`src/rtl/multiplexer_2to1_if.sv`:
```
// multiplexer_2to1_if
//   Bundles the data/select/valid inputs and the selected outputs of
//   multiplexer_2to1.
//   master : drives a, b, select, in_valid; observes y, y_valid, y_comb, sel_toggles
//   slave  : the selector itself (inputs and outputs mirrored)
//   WIDTH     : data width of a, b, y, y_comb (1..64)
//   CNT_WIDTH : width of the select-transition counter
interface multiplexer_2to1_if #(
  parameter int WIDTH     = 1,
  parameter int CNT_WIDTH = 8
);
  logic [WIDTH-1:0]     a;
  logic [WIDTH-1:0]     b;
  logic                 select;
  logic                 in_valid;
  logic [WIDTH-1:0]     y;
  logic                 y_valid;
  logic [WIDTH-1:0]     y_comb;
  logic [CNT_WIDTH-1:0] sel_toggles;

  modport master (
    output a, b, select, in_valid,
    input  y, y_valid, y_comb, sel_toggles
  );

  modport slave (
    input  a, b, select, in_valid,
    output y, y_valid, y_comb, sel_toggles
  );
endinterface

```
`src/rtl/multiplexer_2to1.sv`:
```
// multiplexer_2to1
//   Registered 2:1 selector with a combinational bypass copy and a
//   saturating counter of select changes for debug visibility.
//   clk : rising-edge clock
//   rst : synchronous, active-high reset
//   bus : multiplexer_2to1_if.slave
//         a, b, select, in_valid -> y (1-cycle), y_valid, y_comb (0-cycle),
//         sel_toggles (count of select changes on valid cycles, saturating)
module multiplexer_2to1 #(
  parameter int WIDTH     = 1,
  parameter int CNT_WIDTH = 8
) (
  input logic               clk,
  input logic               rst,
  multiplexer_2to1_if.slave bus
);

  localparam logic [CNT_WIDTH-1:0] CNT_MAX = {CNT_WIDTH{1'b1}};
  localparam logic [CNT_WIDTH-1:0] CNT_ONE = CNT_WIDTH'(1);

  logic [WIDTH-1:0]     sel_data_s;
  logic                 toggle_s;
  logic [WIDTH-1:0]     y_r;
  logic                 y_valid_r;
  logic [CNT_WIDTH-1:0] sel_toggles_r;
  logic                 last_sel_r;

  // Selected data, shared by the bypass output and the register stage.
  always_comb begin
    sel_data_s = bus.a;
    if (bus.select == 1'b1) begin
      sel_data_s = bus.b;
    end else begin
      sel_data_s = bus.a;
    end
  end

  // Counter step: a valid select change while the counter is not yet at its ceiling.
  always_comb begin
    toggle_s = 1'b0;
    if (bus.in_valid && (bus.select != last_sel_r) && (sel_toggles_r != CNT_MAX)) begin
      toggle_s = 1'b1;
    end else begin
      toggle_s = 1'b0;
    end
  end

  // Register stage and select tracking; y holds across invalid cycles.
  always_ff @(posedge clk) begin
    if (rst) begin
      y_r           <= {WIDTH{1'b0}};
      y_valid_r     <= 1'b0;
      sel_toggles_r <= {CNT_WIDTH{1'b0}};
      last_sel_r    <= 1'b0;
    end else begin
      y_valid_r <= bus.in_valid;
      if (bus.in_valid) begin
        y_r        <= sel_data_s;
        last_sel_r <= bus.select;
        if (toggle_s) begin
          sel_toggles_r <= sel_toggles_r + CNT_ONE;
        end
      end
    end
  end

  assign bus.y           = y_r;
  assign bus.y_valid     = y_valid_r;
  assign bus.y_comb      = sel_data_s;
  assign bus.sel_toggles = sel_toggles_r;

endmodule

```
`src/flat_wrapper.sv`:
```
// flat-port wrapper written by rule: the top's interface ports become plain ports
module multiplexer_2to1_flat 
#(
  parameter int WIDTH     = 1,
  parameter int CNT_WIDTH = 8
)
  (clk, rst, bus_a, bus_b, bus_select, bus_in_valid, bus_y, bus_y_valid, bus_y_comb, bus_sel_toggles);
  multiplexer_2to1_if #(.WIDTH(WIDTH), .CNT_WIDTH(CNT_WIDTH)) bus_i ();
  input logic clk;
  input logic rst;
  input wire logic [$bits(bus_i.a)-1:0] bus_a;
  input wire logic [$bits(bus_i.b)-1:0] bus_b;
  input wire logic [$bits(bus_i.select)-1:0] bus_select;
  input wire logic [$bits(bus_i.in_valid)-1:0] bus_in_valid;
  output wire logic [$bits(bus_i.y)-1:0] bus_y;
  output wire logic [$bits(bus_i.y_valid)-1:0] bus_y_valid;
  output wire logic [$bits(bus_i.y_comb)-1:0] bus_y_comb;
  output wire logic [$bits(bus_i.sel_toggles)-1:0] bus_sel_toggles;
  assign bus_i.a = bus_a;
  assign bus_i.b = bus_b;
  assign bus_i.select = bus_select;
  assign bus_i.in_valid = bus_in_valid;
  assign bus_y = bus_i.y;
  assign bus_y_valid = bus_i.y_valid;
  assign bus_y_comb = bus_i.y_comb;
  assign bus_sel_toggles = bus_i.sel_toggles;
  multiplexer_2to1 #(.WIDTH(WIDTH), .CNT_WIDTH(CNT_WIDTH)) u_core (.clk(clk), .rst(rst), .bus(bus_i));
endmodule
```
`config.mk`:
```
export PLATFORM = sky130hd
export DESIGN_NAME = multiplexer_2to1_flat
export DESIGN_NICKNAME = d
export VERILOG_FILES = /design/src/rtl/multiplexer_2to1_if.sv /design/src/rtl/multiplexer_2to1.sv /design/src/flat_wrapper.sv
export SDC_FILE = /design/constraint.sdc
export NUM_CORES = 1
export LEC_CHECK = 0
export CAP_MARGIN = 20
export CORE_ASPECT_RATIO = 1.25
export CORE_MARGIN = 2
export CORE_UTILIZATION = 28
export CTS_CLUSTER_SIZE = 20
export DETAILED_ROUTE_END_ITERATION = 12
export GPL_TIMING_DRIVEN = 1
export PLACE_DENSITY = 0.54
export RECOVER_POWER = 50
export REMOVE_ABC_BUFFERS = 1
export SYNTH_ARGS = -nofsm -noshare
export SYNTH_HDL_FRONTEND = slang
export SYNTH_SLANG_ARGS = --single-unit
export TNS_END_PERCENT = 20
```
`constraint.sdc`:
```
create_clock -name clk -period 2.1 [get_ports clk]
set_clock_uncertainty 0.2 [all_clocks]
set_input_delay 0.21 -clock clk [delete_from_list [all_inputs] [get_ports clk]]
set_output_delay 0.21 -clock clk [all_outputs]
set_load 0.02 [all_outputs]
```
==> results of run 1 <==
==> cell families after synthesis <==
logic type,Yosys count,share of synthesized area (%)
compound gates,10,14.4
xor+xnor,3,5.11
fa+ha+maj,1,2.43
buf+inv,4,2.92
flops,11,42.8
mux,5,9.98
simple gates,21,22.4
==> worst reg2reg max path, stage by stage, from the launching register on <==
cell and delay (ns):
dfxtp_1 0.39, ha_1 0.21, nand2_1 0.08, nor3b_1 0.45, a311oi_1 0.16, a41o_1 0.21
==> per-stage QoR <==
| step | cells | hold slack, ns | power, mW | utilization (%) |
|---|---|---|---|---|
| after global routing | 94 | 0.353 | 0.451 | 41.5 |
| final | 94 | 0.318 | 0.427 | 41.5 |
| after floorplan | 53 | 0.0816 | 0.254 | - |
| after CTS | 94 | 0.327 | 0.442 | 42.0 |
| after detailed placement | 90 | 0.307 | 0.289 | 40.5 |
| after global placement | 90 | 0.284 | 0.289 | 40.5 |
==> synthesized netlist by cell type <==
cell / instances
a211oi_1: 2
o211ai_1: 1
o21bai_1: 1
a311oi_1: 1
nor3_1: 2
nand3_2: 1
o21a_1: 1
dfxtp_1: 11
a41o_1: 1
a31oi_1: 2
nand2_1: 2
nor3b_2: 1
xnor2_1: 1
nand4_1: 2
inv_1: 2
nor2b_1: 1
a21oi_1: 1
ha_1: 1
and4b_1: 1
and3_2: 1
mux2i_1: 4
mux2_2: 1
clkbuf_1: 2
xor2_1: 2
nand3_1: 1
nor2_1: 9
==> registers in the layout, summed over array words and instances, names as in the netlist <==
signal,cells
u_core.bus.sel_toggles,8
u_core.bus.y_valid,1
u_core.bus.y,1
u_core.last_sel_r,1
==> how the worst min path moves through the flow <==
stage	to	slack, ns
floorplan	u_core.bus.y_valid	0.08
global placement	u_core.bus.y	0.28
detailed placement	u_core.bus.y	0.31
CTS	u_core.bus.y	0.33
global route	u_core.bus.y	0.35
finish	u_core.bus.y	0.32
==> metal layers <==
layer | vias up | track usage (%) | routed length [µm]
met4 | 0 | 7.81 | 0
met5 | - | 0 | 0
met3 | 0 | 2.43 | 46
li1 | 241 | - | -
met1 | 221 | 14.3 | 551
met2 | 13 | 16.7 | 522
==> area by class of cell <==
class	count	share of cell area [%]
timing repair buffer	18	23.7
inverter	2	1.04
multi-input combinational	40	37.9
tap	19	3.29
sequential	11	30.4
clock buffer	4	3.63
==> where the power goes <==
group | internal [mW] | switching [mW] | leakage, nW
Combinational | 0.0313 | 0.0285 | 0.176
Sequential | 0.215 | 0.00581 | 0.0895
Clock | 0.0735 | 0.0727 | 0.0150
==> layout by cell type (no fill, tap or decap), drive strengths merged, types with 4 or more instances in the layout <==
cell type      netlist  final
clkbuf               2      5
clkdlybuf4s50        0     12
dfxtp               11     11
dlygate4sd3          0      4
mux2i                4      4
nor2                 9      9
==> key figures, run 1 <==
Floorplanning
  – Height of the die: 51.9 µm
  – Die area: 0.00220 mm²
  – Die Width: 42.3 µm
  – IO Pins: 17
  – Initial core utilization: 29.5%
  – Core area: 0.00174 mm²
  – Row cnt: 17

Timing
  – RSZ-0062 raised after global routing: no
  – Least-Margin Pin Slew: 0.510 ns
  – F_max: 0.504 GHz
  – Tmin final: 1.99 ns
  – Final Max Slew Viols: 0
  – Fin crit share: 94.5%
  – Fin. Hold Viols: 0
  – Worst Slack Setup Final: 0.115 ns
  – Final setup fails: 0
  – Slew HR: 65.9%
  – Fin Setup TNS: 0 ns

Clocking
  – CTS sink cnt: 11
  – Worst-path clk slew: 0.08 ns
  – # resized after CTS: 0
  – Clock latency on the worst-skew pair: 0.27 ns
  – CTS tree: yes
  – Inserted Clock Buffers: 3
  – Post-CTS setup buffer count: 0
  – H-tree depth: 1
  – # hold bufs at CTS: 0
  – CTS Buffer Depth: 2
  – CTS Root Cell: clkbuf_4

Critical path
  – Critical Path End Type: output pin
  – Crit path from: bus_select
  – Critical path depth: 3
  – Reg2reg setup slack: 0.30 ns
  – Worst Path Buf+Inv: 2
  – Worst setup endpoint: bus_y_comb
  – Delay-heaviest family, CP: buffers and inverters
  – CP max FO: 2
  – FF-to-FF path depth: 5
  – Crit path cell chain: clkdlybuf4s50_1 > mux2_1 > clkdlybuf4s50_1
  – Critical path class: in -> out
  – Highest-delay cell along the critical path: clkdlybuf4s50_1
  – Origin of the critical flop-to-flop path: u_core.bus.sel_toggles[0]
  – Crit path required time: 1.69 ns
  – CP arrival: 1.58 ns
  – Worst Setup Start Kind: input pin
  – Worst r2r dst: u_core.bus.sel_toggles[4]
  – Critical path's most frequent cell: clkdlybuf4s50_1
  – CP max stage delay: 0.54 ns

Drt
  – Via Count: 475
  – Post-DRT Antenna Nets: 0
  – DR WL/cell: 11.9 µm
  – Number of vias per cell: 5.05
  – DRT Wirelength: 1120 µm
  – Remaining DRCs: 0
  – DRT iter0 DRCs: 5
  – Drt pass-1 iters: 4

GRT
  – Vias in the first global route: 423
  – First-pass GRT wire length: 1840 µm
  – Largest net degree at the start of global routing: 13
  – Grt ovf: 0
  – Total GRT Usage: 11.2%
  – Initial antenna violation count: 0

Placed design
  – Post-DP Area: 706 µm²
  – Post-place setup slack: 0.110 ns
  – DPL Wire Length: 831 µm
  – Routability cong.: 0.688
  – I/O Buffers: 16

Final layout
  – Final instance area: 723 µm²
  – Register area: 220 µm²
  – Final-stage net count: 83
  – Fillers: 194
  – Area of the multi-input gates: 274 µm²
  – Layout cells sized above 1: 8.00%
  – Area delta synth->final: 40.6%
  – Diodes inserted: 0

Logic synthesis
  – Syn avg cell area: 9.35 µm²
  – Unique masters post-synth: 26
  – Post-synthesis sequential area ratio: 42.8%
  – Synth top area cells: dfxtp_1 43%, mux2i_1 7.8%, nor2_1 6.6%
  – Post-synth top area share: 42.8%
  – Synth Register Bits: 11
  – Leading area contributor after synthesis: dfxtp_1
  – Post-Syn Area: 514 µm²
  – Cell count after synthesis: 55
  – Number of synthesis warnings: 0

Power and ir drop
  – Power Density: 591 mW/mm²
  – Maximum vdd drop: 0.309 mV
  – Lkg Pwr: 0.281 nW

Min path
  – Min-delay worst type: reg -> reg
  – Hold Crit Start: u_core.bus.y
  – Worst Hold Path Cells: 2

Run status
  – Status: complete, no violations

Run
  – Max_cap viols: 0
Power figures use the tool's default switching activity.
==> run 2: changes to the inputs <==
- GPL_TIMING_DRIVEN: 1 -> unset
==> results of run 2 <==
No change in the layout: final DEF, timing and power equal those of run 1.
==> run 3: changes to the inputs <==
- SETUP_SLACK_MARGIN: unset -> 0.1
- clock period: 2.1 -> 2.2 ns (I/O delays scaled with it)
==> run 3 against run 2 <==
  * Sequential power shrank 5%
  * Worst hold slack lost 0.028 ns
  * Sequential share of layout area grew 0.32 points
  * Flip-flop and latch count is the same
  * Core utilization shrank 0.43 points
  * Combinational power shrank 6.4%
  * Via count grew 3.8%
  * Critical endpoint unchanged
==> key figures, run 3 (synthesis results as in run 1) <==
Clocking
  – CTS tree: yes
  – H-tree depth: 1
  – # hold bufs at CTS: 0
  – # resized after CTS: 0
  – CTS sink cnt: 11
  – Inserted Clock Buffers: 3
  – Post-CTS setup buffer count: 0
  – CTS Buffer Depth: 2
  – Worst-path clk slew: 0.07 ns
  – Clock latency on the worst-skew pair: 0.27 ns
  – CTS Root Cell: clkbuf_4

Drt
  – Via Count: 493
  – Number of vias per cell: 5.30
  – DRT iter0 DRCs: 9
  – DRT Wirelength: 1080 µm
  – Post-DRT Antenna Nets: 0
  – Remaining DRCs: 0
  – Drt pass-1 iters: 4
  – DR WL/cell: 11.7 µm

GRT
  – Grt ovf: 0
  – First-pass GRT wire length: 1950 µm
  – Largest net degree at the start of global routing: 13
  – Initial antenna violation count: 0
  – Vias in the first global route: 451
  – Total GRT Usage: 11.8%

Timing
  – Fin crit share: 91.1%
  – Final setup fails: 0
  – Slew HR: 67.4%
  – Fin Setup TNS: 0 ns
  – RSZ-0062 raised after global routing: no
  – F_max: 0.499 GHz
  – Fin. Hold Viols: 0
  – Final Max Slew Viols: 0
  – Tmin final: 2.01 ns
  – Least-Margin Pin Slew: 0.487 ns

Power and ir drop
  – Combinational cell fraction of total power: 13.8%
  – Internal power: 305 µW
  – Power Total: 405 µW
  – Clock share of power: 34.1%
  – Maximum vdd drop: 0.302 mV
  – Power Density: 566 mW/mm²
  – Net Sw Power: 100 µW
  – Lkg Pwr: 0.276 nW
  – Sw Share: 24.7%
  – Sequential Power Share: 52.1%

Final layout
  – Diodes inserted: 0
  – Fillers: 183
  – Area delta synth->final: 39.2%
  – Register area: 220 µm²
  – Commonest non-fill, non-tap cells in the layout: 12 x clkdlybuf4s50_1, 11 x dfxtp_1, 9 x nor2_1
  – Layout cells sized above 1: 8.11%
  – Area of the multi-input gates: 274 µm²
  – Final-stage net count: 82
  – Final Instance Count excl. Fillers: 93
  – Final instance area: 716 µm²
  – Max reg flops: 8
  – Commonest non-fill, non-tap cell in the layout: clkdlybuf4s50_1

Run status
  – Status: complete, no violations

Floorplanning
  – Row cnt: 17
  – Die Width: 42.3 µm
  – Die area: 0.00220 mm²
  – Height of the die: 51.9 µm
  – IO Pins: 17
  – Core area: 0.00174 mm²
  – Initial core utilization: 29.5%

Critical path
  – Critical Path End Type: output pin
  – Worst Path Buf+Inv: 2
  – Crit path required time: 1.78 ns
  – Delay-heaviest family, CP: buffers and inverters
  – CP arrival: 1.59 ns
  – Crit path cell chain: clkdlybuf4s50_1 > mux2_2 > clkdlybuf4s50_1
  – Critical path's most frequent cell: clkdlybuf4s50_1
  – Worst Setup Start Kind: input pin
  – CP max FO: 2
  – CP max stage delay: 0.54 ns
  – Critical path class: in -> out
  – Highest-delay cell along the critical path: clkdlybuf4s50_1

Placed design
  – Post-DP Area: 698 µm²
  – Cells after DPL: 89
  – Routability cong.: 0.686
  – DPL Wire Length: 802 µm
  – I/O Buffers: 16

Run
  – Max_cap viols: 0

Min path
  – Min-delay worst type: reg -> reg
run 3: path summary, 6_finish.rpt:
check                                          startpoint                         to  slack, ns  cells after the start
worst max-delay path                           bus_select                 bus_y_comb       0.19                      3
worst min-delay path                         u_core.bus.y               u_core.bus.y       0.29                      2
worst max register to register  u_core.bus.sel_toggles[0]  u_core.bus.sel_toggles[4]       0.39                      5
worst min register to register               u_core.bus.y               u_core.bus.y       0.29                      2
run 3: power by group through the flow:
stage / combinational, mW / clock (mW) / sequential (mW)
4_1_cts: 0.0592 / 0.140 / 0.211
3_5_place_dp: 0.0589 / 0 / 0.216
3_3_place_gp: 0.0588 / 0 / 0.216
5_1_grt: 0.0628 / 0.148 / 0.212
6_report: 0.0560 / 0.138 / 0.211
2_1_floorplan: 0.0208 / 0 / 0.222
run 3: worst min-delay path: stages, from the launching register on:
cell,delay (ns)
dfxtp_1,0.32
mux2i_1,0.06
nor2_1,0.07
run 3: stage by stage:
step | worst slack (ns) | utilization [%] | hold slack (ns)
6_report | 0.195 | 41.0 | 0.290
5_1_grt | 0.126 | 41.0 | 0.344
4_1_cts | 0.179 | 41.5 | 0.310
3_5_place_dp | 0.183 | 40.0 | 0.292
3_3_place_gp | 0.200 | 40.0 | 0.283
2_1_floorplan | 0.571 | - | 0.0916
run 3: metal layers:
metal / vias to the layer above / track usage (%) / share of wire [%]
met5: - / 0 / 0
met4: 0 / 7.81 / 1.0
met3: 2 / 2.43 / 6.3
met2: 17 / 16.4 / 44
met1: 231 / 16.2 / 48
li1: 243 / - / -
run 3: layout make-up:
cell class,instances,share of cell area (%)
Sequential cell,11,30.8
Tap cell,19,3.32
Timing Repair Buffer,17,22.9
Inverter,2,1.05
Clock buffer,4,3.67
Multi-Input combinational cell,40,38.3
